File: src/rtl/arvi_bus_pkg.sv
// Shared types and sizing helpers for the bus arbiter: FSM state encoding,
// data/byte-enable widths and the channel-index width function.
package arvi_bus_pkg;

   typedef enum logic {
      IDLE = 1'b0,
      BUSY = 1'b1
   } state_t;

   localparam int DW  = 32;
   localparam int BEW = 4;

   // Index width for n channels; a single channel still needs one bit.
   function automatic int idx_width(input int n);
      return (n > 1) ? $clog2(n) : 1;
   endfunction

endpackage

File: src/rtl/bus_if.sv
// Single-master bus: request side is driven by the arbiter, the slave returns
// ack and read data.
interface bus_if #(
   parameter int AW = 32
);
   logic          bus_en;
   logic          wr_en;
   logic [31:0]   wr_data;
   logic [AW-1:0] addr;
   logic [3:0]    byte_en;
   logic          ack;
   logic [31:0]   rd_data;

   modport master (
      output bus_en, wr_en, wr_data, addr, byte_en,
      input  ack, rd_data
   );

   modport slave (
      input  bus_en, wr_en, wr_data, addr, byte_en,
      output ack, rd_data
   );
endinterface

File: src/rtl/rr_arbiter.sv
// Combinational round-robin picker: searches from last_grant+1 (mod NCH)
// upwards and returns the first requesting channel as one-hot and as index.
module rr_arbiter #(
   parameter int NCH = 2,
   parameter int IW  = 1
)(
   input  logic [NCH-1:0] req,
   input  logic [IW-1:0]  last_grant,
   output logic           valid,
   output logic [NCH-1:0] grant,
   output logic [IW-1:0]  grant_idx
);

   logic          found;
   logic [IW:0]   cand;

   always_comb begin
      grant     = '0;
      grant_idx = '0;
      found     = 1'b0;
      cand      = '0;
      for (int k = 1; k <= NCH; k++) begin
         // last_grant < NCH and k <= NCH, so one subtraction wraps correctly
         cand = {1'b0, last_grant} + (IW+1)'(k);
         if (cand >= (IW+1)'(NCH)) begin
            cand = cand - (IW+1)'(NCH);
         end
         if (!found && req[cand[IW-1:0]]) begin
            found                  = 1'b1;
            grant[cand[IW-1:0]]    = 1'b1;
            grant_idx              = cand[IW-1:0];
         end
      end
      valid = found;
   end

endmodule

File: src/rtl/bus_arb.sv
// Round-robin arbiter granting NCH requesters access to one bus master port.
// Optional BUSY watchdog is built when ARVI_BUS_TIMEOUT_EN is defined.
module bus_arb
   import arvi_bus_pkg::*;
#(
   parameter int NCH     = 2,
   parameter int AW      = 32,
   parameter int TIMEOUT = 255
)(
   input  logic                     i_clk,
   input  logic                     i_rst,
   input  logic [NCH-1:0]           i_req,
   input  logic [NCH-1:0]           i_wr_en,
   input  logic [NCH-1:0][AW-1:0]   i_addr,
   input  logic [NCH-1:0][DW-1:0]   i_wr_data,
   input  logic [NCH-1:0][BEW-1:0]  i_byte_en,
   output logic [NCH-1:0]           o_ready,
   output logic [DW-1:0]            o_rd_data,
   output logic [NCH-1:0]           o_err,
   bus_if.master                    bus_m
);

   localparam int IW = idx_width(NCH);

   state_t          state_reg, state_next;
   logic [IW-1:0]   last_grant_reg;
   logic [NCH-1:0]  grant_oh_reg;
   logic            arb_valid;
   logic [NCH-1:0]  arb_grant;
   logic [IW-1:0]   arb_idx;

   logic            bus_en_reg, wr_en_reg;
   logic [AW-1:0]   addr_reg;
   logic [DW-1:0]   wr_data_reg;
   logic [BEW-1:0]  byte_en_reg;

   logic            tmo_hit;
   logic            done;
   logic            err_evt;
   logic            owner_req;

   rr_arbiter #(.NCH(NCH), .IW(IW)) u_rr (
      .req        (i_req),
      .last_grant (last_grant_reg),
      .valid      (arb_valid),
      .grant      (arb_grant),
      .grant_idx  (arb_idx)
   );

   always_ff @(posedge i_clk) begin
      if (!i_rst) begin
         state_reg <= IDLE;
      end else begin
         state_reg <= state_next;
      end
   end

   always_comb begin
      state_next = state_reg;
      case (state_reg)
         IDLE: if (arb_valid) state_next = BUSY;
         BUSY: if (bus_m.ack || tmo_hit) state_next = IDLE;
         default: state_next = IDLE;
      endcase
   end

   // Responses are only offered to a channel that is still asking for them.
   assign owner_req = |(grant_oh_reg & i_req);

   always_comb begin
      done      = 1'b0;
      err_evt   = 1'b0;
      o_rd_data = '0;
      if (i_rst && state_reg == BUSY) begin
         done    = bus_m.ack | tmo_hit;
         err_evt = tmo_hit & ~bus_m.ack;
         if (bus_m.ack && !wr_en_reg && owner_req) begin
            o_rd_data = bus_m.rd_data;
         end
      end
   end

   for (genvar gi = 0; gi < NCH; gi++) begin : g_resp
      assign o_ready[gi] = done    & grant_oh_reg[gi] & i_req[gi];
      assign o_err[gi]   = err_evt & grant_oh_reg[gi] & i_req[gi];
   end

   always_ff @(posedge i_clk) begin
      if (!i_rst) begin
         last_grant_reg <= IW'(NCH-1);
         grant_oh_reg   <= '0;
         bus_en_reg     <= 1'b0;
         wr_en_reg      <= 1'b0;
         addr_reg       <= '0;
         wr_data_reg    <= '0;
         byte_en_reg    <= '0;
      end else if (state_reg == IDLE && arb_valid) begin
         last_grant_reg <= arb_idx;
         grant_oh_reg   <= arb_grant;
         bus_en_reg     <= 1'b1;
         wr_en_reg      <= i_wr_en[arb_idx];
         wr_data_reg    <= i_wr_data[arb_idx];
         byte_en_reg    <= i_byte_en[arb_idx];
         // Writes are word-aligned on the bus; reads keep the byte address.
         addr_reg       <= i_wr_en[arb_idx] ? {i_addr[arb_idx][AW-1:2], 2'b00}
                                            : i_addr[arb_idx];
      end else if (state_reg == BUSY && (bus_m.ack || tmo_hit)) begin
         bus_en_reg     <= 1'b0;
         wr_en_reg      <= 1'b0;
      end
   end

`ifdef ARVI_BUS_TIMEOUT_EN
   localparam int CW = $clog2(TIMEOUT + 1);
   logic [CW-1:0] tmo_cnt_reg;

   // Counter holds k-1 during BUSY cycle k, so the limit fires on cycle TIMEOUT.
   always_ff @(posedge i_clk) begin
      if (!i_rst || state_reg == IDLE) begin
         tmo_cnt_reg <= '0;
      end else if (!tmo_hit) begin
         tmo_cnt_reg <= tmo_cnt_reg + 1'b1;
      end
   end

   assign tmo_hit = (state_reg == BUSY) && (tmo_cnt_reg == CW'(TIMEOUT - 1));
`else
   localparam bit TMO_BUILD = 1'b0;
   assign tmo_hit = TMO_BUILD && (TIMEOUT > 0);
`endif

   assign bus_m.bus_en  = bus_en_reg;
   assign bus_m.wr_en   = wr_en_reg;
   assign bus_m.addr    = addr_reg;
   assign bus_m.wr_data = wr_data_reg;
   assign bus_m.byte_en = byte_en_reg;

endmodule

File: src/flat_wrapper.sv
// flat-port wrapper written by rule: the top's interface ports become plain ports
module bus_arb_flat import arvi_bus_pkg::*;
#(
   parameter int NCH     = 2,
   parameter int AW      = 32,
   parameter int TIMEOUT = 255
)
  (i_clk, i_rst, i_req, i_wr_en, i_addr, i_wr_data, i_byte_en, o_ready, o_rd_data, o_err, bus_m_bus_en, bus_m_wr_en, bus_m_wr_data, bus_m_addr, bus_m_byte_en, bus_m_ack, bus_m_rd_data);
  bus_if #(.AW(AW)) bus_m_i ();
  input  logic i_clk;
  input  logic i_rst;
  input  logic [NCH-1:0] i_req;
  input  logic [NCH-1:0] i_wr_en;
  input  logic [NCH-1:0][AW-1:0] i_addr;
  input  logic [NCH-1:0][DW-1:0] i_wr_data;
  input  logic [NCH-1:0][BEW-1:0] i_byte_en;
  output logic [NCH-1:0] o_ready;
  output logic [DW-1:0] o_rd_data;
  output logic [NCH-1:0] o_err;
  output wire logic [$bits(bus_m_i.bus_en)-1:0] bus_m_bus_en;
  output wire logic [$bits(bus_m_i.wr_en)-1:0] bus_m_wr_en;
  output wire logic [$bits(bus_m_i.wr_data)-1:0] bus_m_wr_data;
  output wire logic [$bits(bus_m_i.addr)-1:0] bus_m_addr;
  output wire logic [$bits(bus_m_i.byte_en)-1:0] bus_m_byte_en;
  input wire logic [$bits(bus_m_i.ack)-1:0] bus_m_ack;
  input wire logic [$bits(bus_m_i.rd_data)-1:0] bus_m_rd_data;
  assign bus_m_bus_en = bus_m_i.bus_en;
  assign bus_m_wr_en = bus_m_i.wr_en;
  assign bus_m_wr_data = bus_m_i.wr_data;
  assign bus_m_addr = bus_m_i.addr;
  assign bus_m_byte_en = bus_m_i.byte_en;
  assign bus_m_i.ack = bus_m_ack;
  assign bus_m_i.rd_data = bus_m_rd_data;
  bus_arb #(.NCH(NCH), .AW(AW), .TIMEOUT(TIMEOUT)) u_core (.i_clk(i_clk), .i_rst(i_rst), .i_req(i_req), .i_wr_en(i_wr_en), .i_addr(i_addr), .i_wr_data(i_wr_data), .i_byte_en(i_byte_en), .o_ready(o_ready), .o_rd_data(o_rd_data), .o_err(o_err), .bus_m(bus_m_i));
endmodule
File: config.mk
export PLATFORM = sky130hd
export DESIGN_NAME = bus_arb_flat
export DESIGN_NICKNAME = d
export VERILOG_FILES = /design/src/rtl/arvi_bus_pkg.sv /design/src/rtl/bus_if.sv /design/src/rtl/rr_arbiter.sv /design/src/rtl/bus_arb.sv /design/src/flat_wrapper.sv
export SDC_FILE = /design/constraint.sdc
export NUM_CORES = 1
export LEC_CHECK = 0
export BUFFER_PORTS_ARGS = -buffer_cell sky130_fd_sc_hd__buf_2
export CAP_MARGIN = 30
export CELL_PAD_IN_SITES_DETAIL_PLACEMENT = 1
export CELL_PAD_IN_SITES_GLOBAL_PLACEMENT = 1
export CORE_MARGIN = 5
export CORE_UTILIZATION = 27
export DETAILED_ROUTE_END_ITERATION = 10
export PLACE_DENSITY = 0.93
export REMOVE_ABC_BUFFERS = 1
export SETUP_SLACK_MARGIN = 0.1
export SLEW_MARGIN = 20
export SYNTH_ARGS = -nofsm -noshare
export SYNTH_HDL_FRONTEND = slang
export SYNTH_SLANG_ARGS = --single-unit
File: constraint.sdc
create_clock -name i_clk -period 3.9 [get_ports i_clk]
set_input_delay 0.39 -clock i_clk [delete_from_list [all_inputs] [get_ports i_clk]]
set_output_delay 0.39 -clock i_clk [all_outputs]
set_load 0.005 [all_outputs]
; After elaboration in Yosys (flattened, before gate mapping)
; Index checks and enable logic that the tools add are counted.
[classes]
mux = 34
div = 0
bitwise_logic = 7
reduce_logical = 12
n_lt_le_gt_ge = 7
n_addsub = 4
multipliers = 0
eq_ne = 0
n_shift = 0
[ops]
columns = operator, count
row1 = 32-bit 2-to-1 mux, 6
row2 = 1-bit 2-to-1 mux, 20
row3 = 1-bit logical AND, 8
row4 = 4-bit 2-to-1 mux, 2
row5 = 1-bit by 2-bit < comparator with 1-bit output (second input constant), 3
row6 = 2-bit 2-to-1 mux, 3
row7 = 1-bit bitwise AND, 4
row8 = 2-bit >= comparator (second input constant), 2
row9 = 1-bit by 1-bit adder with 2-bit output (second input constant), 1
row10 = 1-bit by 2-bit adder with 2-bit output (second input constant), 1
row11 = 2-bit bitwise AND, 1
row12 = 1-bit demux with 1-bit select, 2
row13 = 1-bit >= comparator (second input constant), 2
row14 = 1-bit logical NOT, 2
row15 = 2-bit OR, 1
row16 = 1-bit case mux with 2 select lines, 1
row17 = 2-bit nonzero test, 1
row18 = 2-bit OR reduction, 1
row19 = 1-bit subtractor (second input constant), 2
row20 = 1-bit NOT, 1
[word_totals]
regBits = 74
input_bits = 175
ramBits = 0
memories = 0
rom_bits = 0
latchBits = 0

; Logic depth before layout (Yosys ltp)
[logic_depth]
word_depth = 12
ltp_mapped = 6
depth_no_buf = 3

; Modules after synthesis
; Synthesis repeated with hierarchy kept, for this count alone.
[unflattened]
hier_cells = 380
area_unflattened_um2 = 3659.8
[modules_own_cells]
columns = mod, area_each_um2, instances, cells_each
row1 = bus_arb, 3627.2, 1, 375
row2 = rr_arbiter, 32.5, 1, 5

; Worst setup path after synthesis
; OpenSTA, ideal clock, no wires.
[synth_path]
kind = reg-to-output
start = register u_core.state_reg
end = output port o_rd_data[10]
stages_incl_launch_ff = 6
arrival_ps = 1190
required_ps = 3510
slack_ps = 2320
path_cell_list = dfxtp_1 > buf_4 > nand3_1 > a211oi_2 > clkbuf_1 > and2_1
[synth_between]
elab_chain_cells = 2
[synth_lines]
columns = item, line_no
row1 = from (decl), bus_arb.sv:25  ; state_t state_reg, state_next;
row2 = from (signal assigned), bus_arb.sv:54  ; state_reg <= state_next;
row3 = 1-bit logical AND, bus_arb.sv:74  ; if (i_rst && state_reg == BUSY) begin
row4 = 32-bit 2-to-1 mux, bus_arb.sv:74
row5 = to (decl), flat_wrapper.sv:18  ; output logic [DW-1:0] o_rd_data;
; Every way passes these cells.

; Worst setup path in the final report
[layout_path]
start = register u_core.state_reg
end = output port o_rd_data[21]
; The elaborated chain is that of the path after synthesis.

==> reports/results.txt <==
For the total negative setup slack, the log shows 0 ps. The critical path in this run is classified as flop to output port. The flow ran to the end, and the final reports show no timing, DRC or antenna violations. The tools report the worst supply voltage drop on vdd as 0.1701 mV. After floorplanning, the core was divided into 40 placement rows.

Achievable frequency: 444.8 MHz. The number of setup buffers added after CTS is 0. In this run the remaining antenna-violating nets after routing total 0. The filler cells instantiated in the layout total 1609.

In this run the power density over the cells is 401.6 nW/um^2. For this run, global-route usage on met1 was measured as 18.99%. By area, the combinational part of the netlist is dominated by compound AO/OA/AOI/OAI gates. The worst setup path is captured at an output port.

Setup violations remaining at the end of the flow were counted as 0. The placer congestion estimate came out at 0.7923. The xor/xnor share of the synthesized area came out at 0%.

In the final layout, the multi-input gates occupy 1684 sq um. The tools report the number of endpoints with negative hold slack in the final report as 0. Global routing finished with a remaining overflow of 0. After detailed routing, the average wire length per cell comes to 15.91 um. The distinct cell type count after synthesis was 28.

The y dimension of the die was 121.7 um; the total clock sinks was 74. The logs give 4268 for the via count of the first global-routing pass and 14800 sq um for the area of the die. Input and output buffers added on the ports amount to 278. Measured against the total synthesized area, the mux share comes to 0.5946%. The initial antenna violation count was 0; the worst-case setup slack after placement was 1892 ps. In the routed design, unresolved DRC markers number 0.

Measured on the finished design, the core utilization comes to 42.68%. Setup repair after global routing left no endpoint under its margin. From left edge to right edge, the die measures 121.7 um. Yosys printed 0 warnings. For the worst-skew pair, the clock arrives at the later sink with an insertion delay of 330 ps. The H-tree was split into 3 levels. The routed design has 13940 um of wire. The relative area change from synthesis to final layout is 53.51%, and the number of vias per cell is 4.708. The relative max-transition margin is 50.31%, and the clock tree skew after final layout is 4.765 ps. For this configuration, the core starts out at a cell density of 27.80%. The count of antenna diodes in the layout was 0; the post-synthesis sequential element count was 74. TritonCTS built the clock tree.

In this run, the number of DRC markers left after iteration 0 of detailed routing was 203. STA classifies the critical path startpoint as a flop. The root buffer selected by CTS was sky130_fd_sc_hd__clkbuf_16. Across all setup checks in the final design, the least slack found is 1652 ps. For this design the top-level I/O count stands at 281.

For the required time of the critical path, the log shows 3510 ps. In this run the mean area of a mapped cell was 7.482 sq um. For the area occupied by registers, the log shows 1481 sq um. In this run the worst path has a maximum fanout of 32. The run gives 2.675 nW as the leakage power. Entering global routing, the biggest net connects 76 pins. The run gives 2 as the maximum root-to-sink buffer count. Once the clock tree was built, the resizer swapped 0 gates to a different size.

After detailed placement, the total cell area comes to 4888 sq um. Counting the buffers created by CTS gives 9. Global routing consumed, over all layers together, 18.01% of the routing resources.

Of the cells placed in the final design, the portion with a size suffix greater than 1 is 42.51%. The run gives 1860 ps as the arrival time at the worst endpoint. For the met3 track utilization from global routing, the log shows 5.107%.

Summing the areas of all compound-gate instances in the mapped netlist gives 25.64% of the synthesized area. Of the total synthesized cell area, the portion taken by full adders, half adders and majority gates is 0%. The tools report the power after layout as 2.076 mW.

The count of max-cap constraint violations came out at 0. The logs give 0 for the final number of max-transition violations and 5169 sq um for the cell area after layout. The logs give 450 for the cell count after synthesis and 12110 sq um for the core box area. The share of the clock period used by the worst path is 57.64%.

For this run, the detailed router's first-pass iteration total came to 4. Shortest period the worst path allows: 2248 ps. The number of nets at the end of the flow is 878, and the sequential-to-total area share from yosys stat is 44.00%. Worst-margin pin slew: 745.4 ps.

The wire-length estimate of the detail-placed layout is 10610 um. The detailed router placed 4124 vias in this run. After global routing, the most crowded layer is met2. The first global-routing pass estimated 21450 um of wire.

The path class of the tightest hold or removal check is input port to flop. Clock-pin slew was measured on the worst setup and hold paths at 60 ps. The run gives 33.26% as the global-route track usage on met2. The synthesized netlist devotes 23.04% of its cell area to simple gates. The number of hold buffers added after CTS was 0.

In this run the cell area of the synthesized design comes to 3367 sq um.
## synthesized netlist by cell type (all sizes together)
cell type  instances  share of area (%)
nand2            138                 15
dfxtp             74                 44
o21ai             67                 10
a31oi             66                 12
and2              34                6.3
buf               24                4.1
clkbuf            20                2.2
inv                3               0.33
nor2b              3               0.56
o32ai              3               0.78
mux2i              2               0.59
nor2               2               0.22
a211oi             1               0.37
a21bo              1               0.30
a21boi             1               0.22
a21o               1               0.22
a21oi              1               0.15
conb               1               0.11
nand2b             1               0.19
nand3              1               0.15
nand3b             1               0.22
o211a              1               0.30
o21ba              1               0.30
o22ai              1               0.19
o311a              1               0.30
o32a               1               0.30
## critical path, stage by stage (launching register included)
cell and delay [ps]:
sky130_fd_sc_hd__dfxtp_1 500, sky130_fd_sc_hd__nand3_1 210, sky130_fd_sc_hd__a211oi_2 230, sky130_fd_sc_hd__buf_4 280, sky130_fd_sc_hd__and2_1 190, sky130_fd_sc_hd__buf_2 120
## cells in the final DEF, fill, tap and decap left out, types with 2 or more instances in the layout
cell type / count
sky130_fd_sc_hd__and2_1: 34
sky130_fd_sc_hd__inv_1: 3
sky130_fd_sc_hd__a31oi_1: 66
sky130_fd_sc_hd__dfxtp_1: 74
sky130_fd_sc_hd__nor2b_1: 3
sky130_fd_sc_hd__nand2_1: 138
sky130_fd_sc_hd__nor2_1: 2
sky130_fd_sc_hd__buf_4: 3
sky130_fd_sc_hd__buf_2: 278
sky130_fd_sc_hd__clkbuf_16: 9
sky130_fd_sc_hd__clkbuf_1: 4
sky130_fd_sc_hd__mux2i_1: 2
sky130_fd_sc_hd__o32ai_1: 3
sky130_fd_sc_hd__o21ai_0: 67
sky130_fd_sc_hd__buf_12: 3
sky130_fd_sc_hd__conb_1: 2
sky130_fd_sc_hd__clkinv_2: 2
## worst paths after layout
kind,from,end,slack (ps),cells after the start
max,u_core.state_reg$_SDFF_PN0_,o_rd_data[21],1650,5
min,i_wr_data[33],u_core.bus_m.wr_data[1]$_SDFFE_PN0P_,320,3
max reg2reg,u_core.state_reg$_SDFF_PN0_,u_core.bus_m.addr[4]$_SDFFE_PN0P_,2000,4
min reg2reg,u_core.bus_m.addr[1]$_SDFFE_PN0P_,u_core.bus_m.addr[1]$_SDFFE_PN0P_,480,2
## logic make-up after synthesis
| group | after synthesis |
|---|---|
| DFF | 74 |
| muxes | 2 |
| and+or+nand+nor | 180 |
| buffers and inverters | 47 |
| other | 1 |
| AOI/OAI and AO/OA | 146 |
## layer usage
metal | share of wire (%) | wire length (um)
met5 | 0 | 0
met1 | 37 | 5218
met3 | 8.9 | 1234
met2 | 51 | 7071
met4 | 3.0 | 415
## final cells by class
class	instances	area share [%]
clock buffers	13	4.648
repair buffers	285	29.05
multi-input cells	330	32.58
inverters	3	0.2179
flip-flops and latches	74	28.66
well taps	168	4.067
clock inverters	3	0.7746
## where the power goes
part           internal (mW)  total [mW]  switching [mW]
clock network          0.495       0.804           0.309
logic                  0.190       0.402           0.212
registers              0.833       0.869          0.0367
## through the flow
stage	hold WS (ps)	instances
6_report	319.0	876
3_5_place_dp	467.7	860
5_1_grt	311.6	876
2_1_floorplan	451.9	407
3_3_place_gp	465.8	858
4_1_cts	301.6	876
Note: power is estimated with default switching activity, not from simulation.
